===== src/rtl/hight_key_schedule.sv =====
// hight_key_schedule: streams HIGHT whitening keys and per-round subkeys from a 128-bit master key.
// Optional HIGHT_KS_ZEROIZE_EN clears key material on completion.
module hight_key_schedule #(
  parameter int ROUNDS = 32,
  parameter logic [6:0] DELTA0 = 7'h5A
) (
  input  logic         clk,
  input  logic         reset,
  input  logic         start,
  input  logic [127:0] mk,
  input  logic         ed,
  output logic         busy,
  output logic [63:0]  wk,
  output logic         sk_valid,
  input  logic         sk_ready,
  output logic [4:0]   sk_round,
  output logic [31:0]  sk,
  output logic         done
);
  typedef enum logic [1:0] {IDLE, RUN, DONE} state_t;
  state_t state, state_nx;
  logic [127:0] mk_q;
  logic         ed_q;
  logic [6:0]   lfsr, lfsr_nx;
  logic [4:0]   rnd;
  logic [6:0]   dl [4];
  logic [2:0]   j;
  logic         last;

  function automatic logic [6:0] fwd(input logic [6:0] d);
    return {d[3] ^ d[0], d[6:1]};
  endfunction

  function automatic logic [6:0] bwd(input logic [6:0] d);
    return {d[5:0], d[6] ^ d[2]};
  endfunction

  assign busy     = state == RUN;
  assign sk_valid = state == RUN;
  assign done     = state == DONE;
  assign sk_round = rnd;
  assign wk       = {mk_q[31:0], mk_q[127:96]};
  assign last     = rnd == (ed_q ? 5'(ROUNDS - 1) : 5'd0);

  // lfsr holds the lowest delta of the round when encrypting, the highest when decrypting
  always_comb begin
    j = '0;
    sk = '0;
    dl[0] = lfsr;
    for (int k = 1; k < 4; k++) dl[k] = ed_q ? fwd(dl[k-1]) : bwd(dl[k-1]);
    lfsr_nx = ed_q ? fwd(dl[3]) : bwd(dl[3]);
    for (int m = 0; m < 4; m++) begin
      j = {rnd[0], 2'(m)} - rnd[4:2];
      sk[8*m +: 8] = mk_q[{rnd[1], j, 3'b000} +: 8] + {1'b0, ed_q ? dl[m] : dl[3-m]};
    end
  end

  always_comb
    state_nx = (state == IDLE && start) ? RUN :
               (state == RUN && sk_ready && last) ? DONE :
               (state == DONE) ? IDLE : state;

  always_ff @(posedge clk)
    state <= !reset ? IDLE : state_nx;

  always_ff @(posedge clk) begin
    if (!reset) begin
      mk_q <= '0;
      ed_q <= 1'b0;
      lfsr <= '0;
      rnd  <= '0;
    end else if (state == IDLE && start) begin
      mk_q <= mk;
      ed_q <= ed;
      lfsr <= DELTA0;
      rnd  <= ed ? 5'd0 : 5'(ROUNDS - 1);
    end else if (state == RUN && sk_ready && !last) begin
      lfsr <= lfsr_nx;
      rnd  <= ed_q ? rnd + 5'd1 : rnd - 5'd1;
    end
`ifdef HIGHT_KS_ZEROIZE_EN
    else if (state == DONE) begin
      mk_q <= '0;
      lfsr <= '0;
    end
`else
`endif
  end
endmodule

===== config.mk =====
export PLATFORM = sky130hd
export DESIGN_NAME = hight_key_schedule
export DESIGN_NICKNAME = d
export VERILOG_FILES = /design/src/rtl/hight_key_schedule.sv
export SDC_FILE = /design/constraint.sdc
export NUM_CORES = 1
export LEC_CHECK = 0
export BUFFER_PORTS_ARGS = -buffer_cell sky130_fd_sc_hd__buf_2
export CAP_MARGIN = 40
export CORE_MARGIN = 2
export CORE_UTILIZATION = 51
export CTS_CLUSTER_SIZE = 25
export DETAILED_ROUTE_END_ITERATION = 7
export GPL_TIMING_DRIVEN = 0
export PLACE_DENSITY = 0.84
export SLEW_MARGIN = 20
export SYNTH_ARGS = -nofsm -noshare
export SYNTH_HDL_FRONTEND = slang
export SYNTH_SLANG_ARGS = --single-unit

===== constraint.sdc =====
create_clock -name clk -period 4.8 [get_ports clk]
set_input_delay 0.24 -clock clk [delete_from_list [all_inputs] [get_ports clk]]
set_output_delay 0.24 -clock clk [all_outputs]
set_load 0.05 [all_outputs]

* Word level (Yosys, flattened, before mapping)
Index checks and enable logic that the tools add are counted.
** Storage, ports and cells
- Flip-flop bits (word level) :: 143
- Bits of input ports :: 133
- Output and inout port bits :: 104
- Word-level logic and storage cells :: 61
** Cells by class
- Add/sub/neg operators :: 10
- Equal/unequal tests :: 3
- Shift operators :: 4
- Muxes and demuxes :: 18
- Bitwise gates (word level) :: 9
- Reductions and logical operators :: 10
** Operator list (count)
- variable part select 128 x 8 -> 8 bit :: 4
- 2-to-1 mux 7 bit :: 10
- adder 8 x 7 -> 8 bit :: 4
- 2-to-1 mux 5 bit :: 5
- subtractor 3 bit :: 4
- XOR 1 bit :: 8
- adder 5 x 1 -> 5 bit (second input constant) :: 1
- == test 5 bit :: 1
- subtractor 5 x 1 -> 5 bit (second input constant) :: 1
- logical AND 1 bit :: 4
- 2-to-1 mux 2 bit :: 2
- nonzero test 2 bit :: 2
- nonzero test 3 bit :: 1
- == test 2 x 1 -> 1 bit (second input constant) :: 1
- == test 2 bit (second input constant) :: 1
- zero test 2 bit :: 1
- OR reduction 2 bit :: 1
- zero test 1 bit :: 1
- 2-to-1 mux 1 bit :: 1
- inverter 1 bit :: 1

* Logic depth before layout (Yosys ltp)
Gate-level depths: netlist of run 1.
- Depth in word-level cells :: 10
- Gate-level depth with buffers :: 19
- Mapped depth without buffers :: 15

* Least setup slack after synthesis of run 1
No wires, ideal clock.
- Path type :: reg2out
- Start point :: register rnd[3], in the netlist sk_round[3]
- End point :: output sk[6]
- Arrival time :: 5432 ps
- Data required time :: 4560 ps
- Slack :: -872 ps
- Cell stages (with the launch flop) :: 19
- Buffers on the path :: 5
- Cells stage by stage :: dfxtp_1 buf_2 buf_2 inv_1 clkbuf_1 ha_1 clkbuf_1 clkbuf_1 mux4_2 a21oi_1 ha_1 inv_1 fa_1 nor2b_1 o21ai_0 a21boi_0 o21a_1 nor2_1 xnor2_1
** Between the ends
- Word-level cells in the longest chain between the ends :: 3
** Ends and longest elaborated chain
- start: declaration :: RTL line 25 : logic [4:0] rnd;
- start signal: assignment :: RTL line 76 : rnd <= ed ? 5'd0 : 5'(ROUNDS - 1);
- start signal: assignment :: RTL line 79 : rnd <= ed_q ? rnd + 5'd1 : rnd - 5'd1;
- subtractor 3 bit :: RTL line 53 : j = {rnd[0], 2'(m)} - rnd[4:2];
- variable part select 128 x 8 -> 8 bit :: RTL line 54 : sk[8*m +: 8] = mk_q[{rnd[1], j, 3'b000} +: 8] + {1'b0, ed_q ? dl[m] : dl[3-m]};
- adder 8 x 7 -> 8 bit :: RTL line 54
- end: declaration :: RTL line 17 : output logic [31:0] sk,
No other way between the ends.

* Worst setup path after layout of run 1
Ends and elaborated chain as after synthesis.

==> results.json, run 1 <==
{
  "ir_drop_mv": 0.256,
  "fin_crit_sh_pct": 97.1,
  "drt-total-wl_mm": 39.1,
  "grt_use_total_pct": 34.7,
  "grt_pass1_wl_mm": 59.0,
  "hp-start": "mk[31]",
  "num_rows": 53,
  "root_buffer": "clkbuf_16",
  "drt-initial-drc-count": 1073,
  "cts_tree": "done",
  "finalHoldViolCount": 0,
  "synth_edf_count": 0,
  "io_pins": 237,
  "r2r_slack_ns": 1.92,
  "cts_buffer_depth": 2,
  "timing.setup.tns_ns": 0,
  "period_needed_ns": 4.66,
  "syn_to_final_growth_pct": 23.2,
  "final_net_count": 1672,
  "mostFrequentLayoutCell": "nand2_1",
  "clk_latency_ns": 0.43,
  "yosys.area.top_type": "dfxtp_1",
  "synth_area_leaders": "dfxtp_1, mux4_2, nand2_1",
  "diodes": 0,
  "die_width_um": 151,
  "n_fill_cell": 1760,
  "viasPerCell": 6.02,
  "slew_violations": 0,
  "route.vias.total": 10800,
  "tightest_slew_ns": 0.955,
  "maxClockFrequency_mhz": 215,
  "wire_per_inst_um": 21.8,
  "postRouteAntennaNets": 0,
  "syn_nets": 1406,
  "multi_input_comb_area_um2": 7420,
  "grt_pass1_vias": 10300,
  "worst_setup_path_start_kind": "flop",
  "first_pass_iters": 5,
  "final_cells": 1789,
  "portBuffers": 235,
  "synth_top_area_share_pct": 26.0,
  "critPathCaptureType": "output port",
  "die_h_um": 151,
  "syn_avg_cell_area_um2": 8.93,
  "rr_endpoint": "mk_q[0]",
  "place_hpwl_mm": 30.8,
  "fp.coreArea_um2": 21200,
  "min_path_type": "primary input to flop",
  "criticalPathCategory": "flop to output port",
  "clkTransAtPathRegs_ns": 0.07,
  "ys.flop_type": "dfxtp_1",
  "hold_path_depth": 3,
  "grt_max_degree": 20,
  "reg2reg_depth": 8,
  "skew_ns": 0.00876,
  "syn-cell-area_um2": 11000,
  "whs_ns": 0.0520,
  "final_cell_mix": "nand2_1, buf_2, dfxtp_1",
  "ctsHoldBuffers": 0,
  "use_met3_pct": 10.6,
  "drive_above_1_share_pct": 32.6,
  "fin_total_pwr_w": 0.00520,
  "antenna_found_initial": 0,
  "yosysUniqueCellTypes": 41,
  "ys_ff_latch": 143,
  "critPathRequiredTime_ns": 4.56,
  "use_met1_pct": 45.4,
  "status": "complete, no violations",
  "power_density_nw_per_um2": 383,
  "max_cap_viol_count": 0,
  "synth_cells": 1235,
  "initial_utilization_pct": 52.1,
  "cp.arrival_ns": 4.42,
  "max_slew_margin_pct": 36.4,
  "numCtsBuffers": 17,
  "crit_path_max_fanout": 10,
  "htree_levels": 4,
  "grt.busiest_layer": "met2",
  "seq_area_frac_synth_pct": 26.0,
  "place_inst": 1747,
  "setup_viol": 0,
  "design_area_um2": 13600,
  "final-seq-area_um2": 2870,
  "ys.warnings.count": 0,
  "rsz0062_at_grt": "no",
  "use_met2_pct": 54.0,
  "overflow": 0,
  "finalWeightedCongestion": 1.02,
  "post-route-drc-count": 0,
  "leakage_nw": 5.68,
  "worstReg2RegStart": "state[0]",
  "hold-path-endpoint": "mk_q[31]",
  "synth_async_sr_flop_share_pct": 0,
  "clock_sinks": 143,
  "die_area_um2": 22800,
  "post_dp_cell_area_um2": 12600
}
[report_power, final]
| part | internal, W | switching [W] | total [W] |
|---|---|---|---|
| clock network | 0.000782 | 0.000552 | 0.00133 |
| logic | 0.000900 | 0.00156 | 0.00246 |
| registers | 0.00127 | 0.000126 | 0.00140 |
[cells by family (layout without fill, tap and decap cells)]
kind of cell | after synthesis | count (layout) | synth area share, %
compound gates | 270 | 270 | 16.7
mux | 184 | 184 | 27.0
xor+xnor | 45 | 45 | 3.85
fa+ha+maj | 38 | 38 | 4.65
flops | 143 | 143 | 26.0
buf+inv | 178 | 457 | 8.49
simple gates | 377 | 377 | 13.4
[worst max path at each step]
stage,cells after the start,from,to
2_1_floorplan,18,sk_round[3],sk[6]
3_3_place_gp,19,sk_round[3],sk[6]
3_5_place_dp,19,sk_round[3],sk[6]
4_1_cts,19,sk_round[2],sk[6]
5_1_grt,18,sk_round[3],sk[6]
6_report,18,sk_round[3],sk[6]
[synthesized netlist by cell type, types with 2 or more instances]
library cell	number
a211oi_1	7
a21boi_0	131
a21o_1	7
a21oi_1	30
a22oi_1	5
a31oi_1	3
and3_1	3
buf_1	10
buf_2	19
buf_4	65
clkbuf_1	66
dfxtp_1	143
fa_1	5
ha_1	33
inv_1	18
mux2_2	9
mux2i_1	85
mux4_2	90
nand2_1	327
nor2_1	23
nor2b_1	15
nor3_1	5
o211ai_1	11
o21a_1	12
o21ai_0	48
o21bai_1	3
o22ai_1	5
o311a_1	2
o41ai_1	2
xnor2_1	35
xnor2_2	3
xor2_1	6
[state kept, by name, summed over array words and instances, names as in the netlist]
name and flops:
ed_q 1, sk_round 5, mk_q 128, state 2, lfsr 7
[metrics by stage]
stage	utilization [%]	worst slack, ns
floorplan	-	-0.133
global route	64.2	0.0102
CTS	63.7	-0.0225
global placement	59.7	-1.32
detailed placement	59.8	-1.39
finish	64.2	0.140
[layout make-up]
class	instances	share of cell area (%)
buffer	158	7.27
clock inverter	12	0.995
clock buffer	20	3.29
inverter	18	0.525
tap	275	2.53
timing repair buffer	249	9.62
sequential	143	21.1
multi-input combinational	914	54.7
[per-layer routing]
layer,vias up,share of wire [%]
met1,5112,39
met2,709,45
met5,-,0
met4,0,4.5
li1,4832,-
met3,125,12
[repair_timing]
action / CTS / global route
pin swaps: 2 / 4
endpoints found under the hold margin: 0 / 0
setup buffers: 5 / 6
setup endpoints to repair: 25 / 12
resized for setup: 54 / 29
[worst max-delay path: stages, from the launching register on]
cell	delay (ns)
dfxtp_4	0.40
buf_12	0.13
buf_12	0.14
inv_1	0.11
buf_6	0.18
ha_4	0.20
xnor2_4	0.28
mux4_2	0.61
a21oi_4	0.20
ha_2	0.20
inv_1	0.05
fa_1	0.45
nor2b_1	0.15
o21ai_0	0.11
a21boi_1	0.22
o21a_1	0.14
nor2_1	0.08
xnor2_4	0.14
buf_6	0.17
(Power assumes the default switching activity.)
==> run 2: changes to the inputs <==
--- a/config.mk
+++ b/config.mk
@@ -5,14 +5,15 @@
 export SDC_FILE = /design/constraint.sdc
 export NUM_CORES = 1
 export LEC_CHECK = 0
+export ABC_AREA = 1
 export BUFFER_PORTS_ARGS = -buffer_cell sky130_fd_sc_hd__buf_2
 export CAP_MARGIN = 40
 export CORE_MARGIN = 2
-export CORE_UTILIZATION = 51
+export CORE_UTILIZATION = 56
 export CTS_CLUSTER_SIZE = 25
 export DETAILED_ROUTE_END_ITERATION = 7
 export GPL_TIMING_DRIVEN = 0
-export PLACE_DENSITY = 0.84
+export PLACE_DENSITY = 0.88
 export SLEW_MARGIN = 20
 export SYNTH_ARGS = -nofsm -noshare
 export SYNTH_HDL_FRONTEND = slang
==> constraint.sdc (replaced) <==
create_clock -name clk -period 5.3 [get_ports clk]
set_input_delay 0.265 -clock clk [delete_from_list [all_inputs] [get_ports clk]]
set_output_delay 0.265 -clock clk [all_outputs]
set_load 0.05 [all_outputs]
==> results.json, run 2 <==
{
  "status": "complete, but fails checks",
  "violations": "DRC",
  "die_width_um": 143,
  "htree_levels": 4,
  "crit_path_max_fanout": 10,
  "synth_area_leaders": "dfxtp_1, nand2_1, o21ai_0",
  "clkTransAtPathRegs_ns": 0.08,
  "regMostFlops": "mk_q",
  "synth_top_area_share_pct": 26.3,
  "synth_edf_count": 0,
  "cts_tree": "done",
  "critPathRequiredTime_ns": 5.04,
  "grt_pass1_vias": 12500,
  "wire_per_inst_um": 21.7,
  "place_hpwl_mm": 39.0,
  "skew_ns": 0.0127,
  "syn_to_final_growth_pct": 19.2,
  "drt-initial-drc-count": 2184,
  "die_h_um": 143,
  "grt_use_total_pct": 47.8,
  "mostFrequentLayoutCell": "nand2_1",
  "synth_common_cells": "nand2_1, o21ai_0, nor2_1",
  "portBuffers": 235,
  "criticalPathCategory": "flop to output port",
  "numCtsBuffers": 17,
  "worst_slack_ns": 0.129,
  "synth_cells": 1796,
  "power_density_nw_per_um2": 457,
  "syn_nets": 1967,
  "drive_above_1_share_pct": 19.9,
  "worst_setup_path_start_kind": "flop",
  "p_comb_share_pct": 57.7,
  "fp.coreArea_um2": 18900,
  "place_ws_ns": 0.524,
  "initial_utilization_pct": 57.6,
  "swShare_pct": 54.5,
  "utilization_pct": 68.6,
  "final_cell_mix": "nand2_1, o21ai_0, buf_2",
  "seqPwrFrac_pct": 21.5,
  "switchingPower_w": 0.00323,
  "cts_buffer_depth": 2,
  "root_buffer": "clkbuf_16",
  "fin_crit_sh_pct": 97.6,
  "final_net_count": 2221,
  "viasPerCell": 6.05,
  "max_slew_margin_pct": 37.1,
  "finalWeightedCongestion": 1.15,
  "post-route-drc-count": 2,
  "route.vias.total": 14100,
  "grt_pass1_wl_mm": 72.6,
  "synth_async_sr_flop_share_pct": 0,
  "die_area_um2": 20500,
  "timing.setup.tns_ns": 0,
  "overflow": 0,
  "tightest_slew_ns": 0.943,
  "fin_total_pwr_w": 0.00592,
  "yosys.area.top_type": "dfxtp_1",
  "largest_register_ffs": 128,
  "min_path_type": "primary input to flop",
  "path_cells": "buf_4, inv_2, buf_2, ha_1, inv_2, buf_2, buf_2, nand2_1, o211ai_1, nand3_1, nand2_1, ha_1, inv_1, fa_1, inv_1, nand3_1, nand2_1, nand2_1, nand2_1, nand2_1, nand2_1, xor2_1, buf_2",
  "max_cap_viol_count": 0,
  "syn_avg_cell_area_um2": 6.05,
  "whs_ns": 0.0652,
  "cp_slowest_cell": "fa_1",
  "num_rows": 50,
  "setup_viol": 0,
  "slew_violations": 0,
  "seq_area_frac_synth_pct": 26.3,
  "leakage_nw": 6.38,
  "ys_ff_latch": 143,
  "ys.flop_type": "dfxtp_1",
  "cts_setup_buffers": 0,
  "finalHoldViolCount": 0,
  "critPathMaxStageDelay_ns": 0.45,
  "critPathCaptureType": "output port",
  "grt_max_degree": 17,
  "drt-total-wl_mm": 50.5,
  "io_pins": 237,
  "clk_latency_ns": 0.44,
  "ys.warnings.count": 0,
  "maxClockFrequency_mhz": 193,
  "diodes": 0,
  "cp.arrival_ns": 4.91,
  "antenna_found_initial": 1,
  "ir_drop_mv": 0.245,
  "syn-cell-area_um2": 10900,
  "power_frac_clock_pct": 20.8,
  "rsz0062_at_grt": "no",
  "period_needed_ns": 5.17,
  "clock_sinks": 143,
  "intPower_w": 0.00270,
  "first_pass_iters": 8,
  "postRouteAntennaNets": 0,
  "yosysUniqueCellTypes": 37,
  "n_fill_cell": 1680,
  "crit_top_cell": "nand2_1",
  "yosysMostFrequentCell": "nand2_1"
}
==> run 2: cell types whose count changed in the layout (fill, tap and decap cells not counted), sizes merged, moves of 63 or more <==
cell    change
o21ai     +276
inv       +105
nand3     +127
mux4       -90
mux2i      -85
a21boi    -128
nand2     +156
nor2      +163
a21oi      +63
==> run 2: cell families after synthesis <==
group | synth area share [%]
AO/OA/AOI/OAI | 22.9
XOR/XNOR | 1.53
adder cells (fa/ha/maj) | 4.72
buffers and inverters | 13.5
flip-flops | 26.3
AND/OR/NAND/NOR | 31.1
==> run 2: power groups by stage <==
stage | combinational (W) | sequential [W] | clock [W]
after global routing | 0.00359 | 0.00128 | 0.00126
after floorplan | 0.00234 | 0.00127 | 0
after CTS | 0.00328 | 0.00127 | 0.00121
after global placement | 0.00322 | 0.00129 | 0
after detailed placement | 0.00326 | 0.00129 | 0
final | 0.00342 | 0.00127 | 0.00123
==> run 2: cell type report <==
class | instances | area [µm²] | share of cell area [%]
clock buffer | 18 | 439 | 3.39
multi-input combinational | 1356 | 6550 | 50.5
clock inverter | 14 | 140 | 1.08
sequential | 143 | 2860 | 22.1
buffer | 182 | 1030 | 7.98
inverter | 115 | 434 | 3.35
timing repair buffer | 235 | 1180 | 9.07
tap | 260 | 325 | 2.51
==> run 2: path summary, 6_finish.rpt <==
path,slack [ns],to,cells past startpoint,start
setup / recovery,0.13,sk[6],23,sk_round[2]
setup reg to reg,2.70,sk_round[2],11,ed_q
hold reg to reg,0.48,mk_q[65],2,mk_q[65]
hold / removal,0.07,mk_q[89],3,mk[89]
==> run 2: repair_timing <==
item	CTS	global route
endpoints found under the setup margin	0	1
hold buffers	0	0
gates resized for setup	0	6
==> run 2: stage by stage <==
step / std cells / instance area [µm²]
after floorplan: 1796 / 10900
after global placement: 2291 / 12400
after detailed placement: 2291 / 12400
after CTS: 2323 / 13000
after global routing: 2323 / 13000
final: 2323 / 13000
==> run 2: worst max-delay path: cells and delay by family (launching register included) <==
family                     cells  cell delay, ns
AOI/OAI and AO/OA              1            0.14
xor gates and xnor gates       1            0.19
adders and majority gates      3            0.98
buffers and inverters          9            2.02
DFF                            1            0.37
and+or+nand+nor                9            0.73
==> run 2: metal layers <==
layer	vias up	global-route usage [%]	share of wire [%]
met5	-	0	0
met4	0	26.3	6.9
met3	234	15.4	14
met2	1136	73.2	42
met1	6343	59.7	37
li1	6352	-	-
==> run 3: changes to the inputs <==
--- a/config.mk
+++ b/config.mk
@@ -9,11 +9,11 @@
 export BUFFER_PORTS_ARGS = -buffer_cell sky130_fd_sc_hd__buf_2
 export CAP_MARGIN = 40
 export CORE_MARGIN = 2
-export CORE_UTILIZATION = 56
+export CORE_UTILIZATION = 55
 export CTS_CLUSTER_SIZE = 25
 export DETAILED_ROUTE_END_ITERATION = 7
 export GPL_TIMING_DRIVEN = 0
-export PLACE_DENSITY = 0.88
+export PLACE_DENSITY = 0.87
 export SLEW_MARGIN = 20
 export SYNTH_ARGS = -nofsm -noshare
 export SYNTH_HDL_FRONTEND = slang
==> results.json, run 3 (synthesis results as in run 2) <==
{
  "diodes": 0,
  "r2r_slack_ns": 2.74,
  "criticalPathCategory": "flop to output port",
  "grt_pass1_vias": 12900,
  "violations": "DRC",
  "root_buffer": "clkbuf_16",
  "cts_buffer_depth": 2,
  "syn_to_final_growth_pct": 19.4,
  "antenna_found_initial": 1,
  "drive_above_1_share_pct": 20.0,
  "place_hpwl_mm": 40.1,
  "cp.arrival_ns": 4.92,
  "first_pass_iters": 8,
  "drt-initial-drc-count": 2017,
  "multi_input_comb_area_um2": 6550,
  "whs_ns": 0.0674,
  "drt-total-wl_mm": 51.3,
  "critPathRequiredTime_ns": 5.04,
  "maxClockFrequency_mhz": 193,
  "skew_ns": 0.0105,
  "crit_path_max_fanout": 10,
  "htree_levels": 4,
  "largest_register_ffs": 128,
  "die_width_um": 145,
  "wire_per_inst_um": 22.0,
  "initial_utilization_pct": 55.9,
  "status": "complete, but fails checks",
  "power_density_nw_per_um2": 456,
  "cts_tree": "done",
  "fin_crit_sh_pct": 97.8,
  "die_area_um2": 20900,
  "viasPerCell": 6.05,
  "portBuffers": 235,
  "n_fill_cell": 1777,
  "final_net_count": 2224,
  "place_ws_ns": 0.525,
  "clkTransAtPathRegs_ns": 0.07,
  "min_path_type": "primary input to flop",
  "reg2reg_depth": 11,
  "clk_latency_ns": 0.44,
  "critPathCaptureType": "output port",
  "mostFrequentLayoutCell": "nand2_1",
  "max_slew_margin_pct": 33.5,
  "design_area_um2": 13000,
  "numCtsBuffers": 17,
  "grt_pass1_wl_mm": 73.4,
  "worstReg2RegStart": "ed_q",
  "clock_sinks": 143,
  "worst_setup_path_start_kind": "flop",
  "postRouteAntennaNets": 0,
  "hold-path-endpoint": "mk_q[87]",
  "grt_max_degree": 17,
  "route.vias.total": 14100,
  "finalWeightedCongestion": 1.12,
  "max_cap_viol_count": 0,
  "io_pins": 237,
  "ir_drop_mv": 0.239,
  "worst_slack_ns": 0.116,
  "rsz0062_at_grt": "no",
  "final-seq-area_um2": 2860,
  "slew_violations": 0,
  "cts_resized": 0,
  "final_cell_mix": "nand2_1, o21ai_0, buf_2",
  "setup_viol": 0,
  "tightest_slew_ns": 0.998,
  "die_h_um": 145,
  "rr_endpoint": "lfsr[1]",
  "post-route-drc-count": 12,
  "hold_path_depth": 3,
  "post_dp_cell_area_um2": 12400,
  "ctsHoldBuffers": 0,
  "overflow": 0,
  "grt_use_total_pct": 47.9,
  "cts_setup_buffers": 0,
  "leakage_nw": 6.39,
  "finalHoldViolCount": 0,
  "fp.coreArea_um2": 19500,
  "num_rows": 51,
  "period_needed_ns": 5.18,
  "hp-start": "mk[87]",
  "regMostFlops": "mk_q",
  "timing.setup.tns_ns": 0
}
==> run 3: cell count changes in the layout (fill, tap and decap cells not counted), sizes merged <==
| cell | before | now |
|---|---|---|
| clkinv | 2 | 4 |
| buf | 357 | 360 |
| inv | 125 | 123 |
==> run 3: area by class of cell <==
cell class	instances	share of cell area [%]
well taps	265	2.55
clock buffers	18	3.38
flip-flops and latches	143	22.0
multi-input cells	1356	50.4
repair buffers	238	9.22
inverters	115	3.34
clock inverters	14	1.10
plain buffers	182	7.95
==> run 3: worst max path at each step <==
stage                           start     to  slack, ns  depth (start not counted)
after global placement    sk_round[3]  sk[6]       0.57                         23
after global routing      sk_round[3]  sk[6]       0.02                         23
after CTS                 sk_round[3]  sk[6]       0.07                         23
after floorplan           sk_round[3]  sk[6]       0.76                         22
after detailed placement  sk_round[3]  sk[6]       0.52                         23
final                     sk_round[3]  sk[6]       0.12                         23
==> run 3: worst max-delay path, cell delays in order, from the launching register on <==
cell	delay (ns)
dfxtp_2	0.39
inv_1	0.17
buf_2	0.30
buf_2	0.34
ha_1	0.31
inv_2	0.17
buf_2	0.32
clkbuf_2	0.34
nand2_1	0.10
nand3_1	0.14
nand3_1	0.08
nand2_1	0.13
ha_1	0.20
inv_1	0.07
fa_1	0.45
inv_1	0.08
nand3_1	0.06
nand2_1	0.10
nand2_1	0.06
nand2_1	0.06
nand2_1	0.06
nand2_1	0.08
xor2_1	0.15
buf_2	0.28
==> run 3: stage by stage <==
stage          util, %  instances  total power (W)
2_1_floorplan        -       1796          0.00361
3_3_place_gp      63.6       2296          0.00453
3_5_place_dp      63.7       2297          0.00458
4_1_cts           66.7       2329          0.00578
5_1_grt           66.7       2331          0.00616
6_report          66.7       2331          0.00593
==> run 3: metal layers <==
layer	up-vias	share of wire [%]	GRT usage [%]
met5	-	0	0
met4	0	7.0	28.5
met3	271	13	16.3
met2	1066	43	75.2
met1	6403	37	56.7
li1	6362	-	-
==> run 3: power by group <==
group	total, W	leakage, nW	switching, W	internal [W]
Combinational	0.00343	4.92	0.00254	0.000883
Clock	0.00123	0.280	0.000589	0.000638
Sequential	0.00128	1.19	0.000100	0.00118
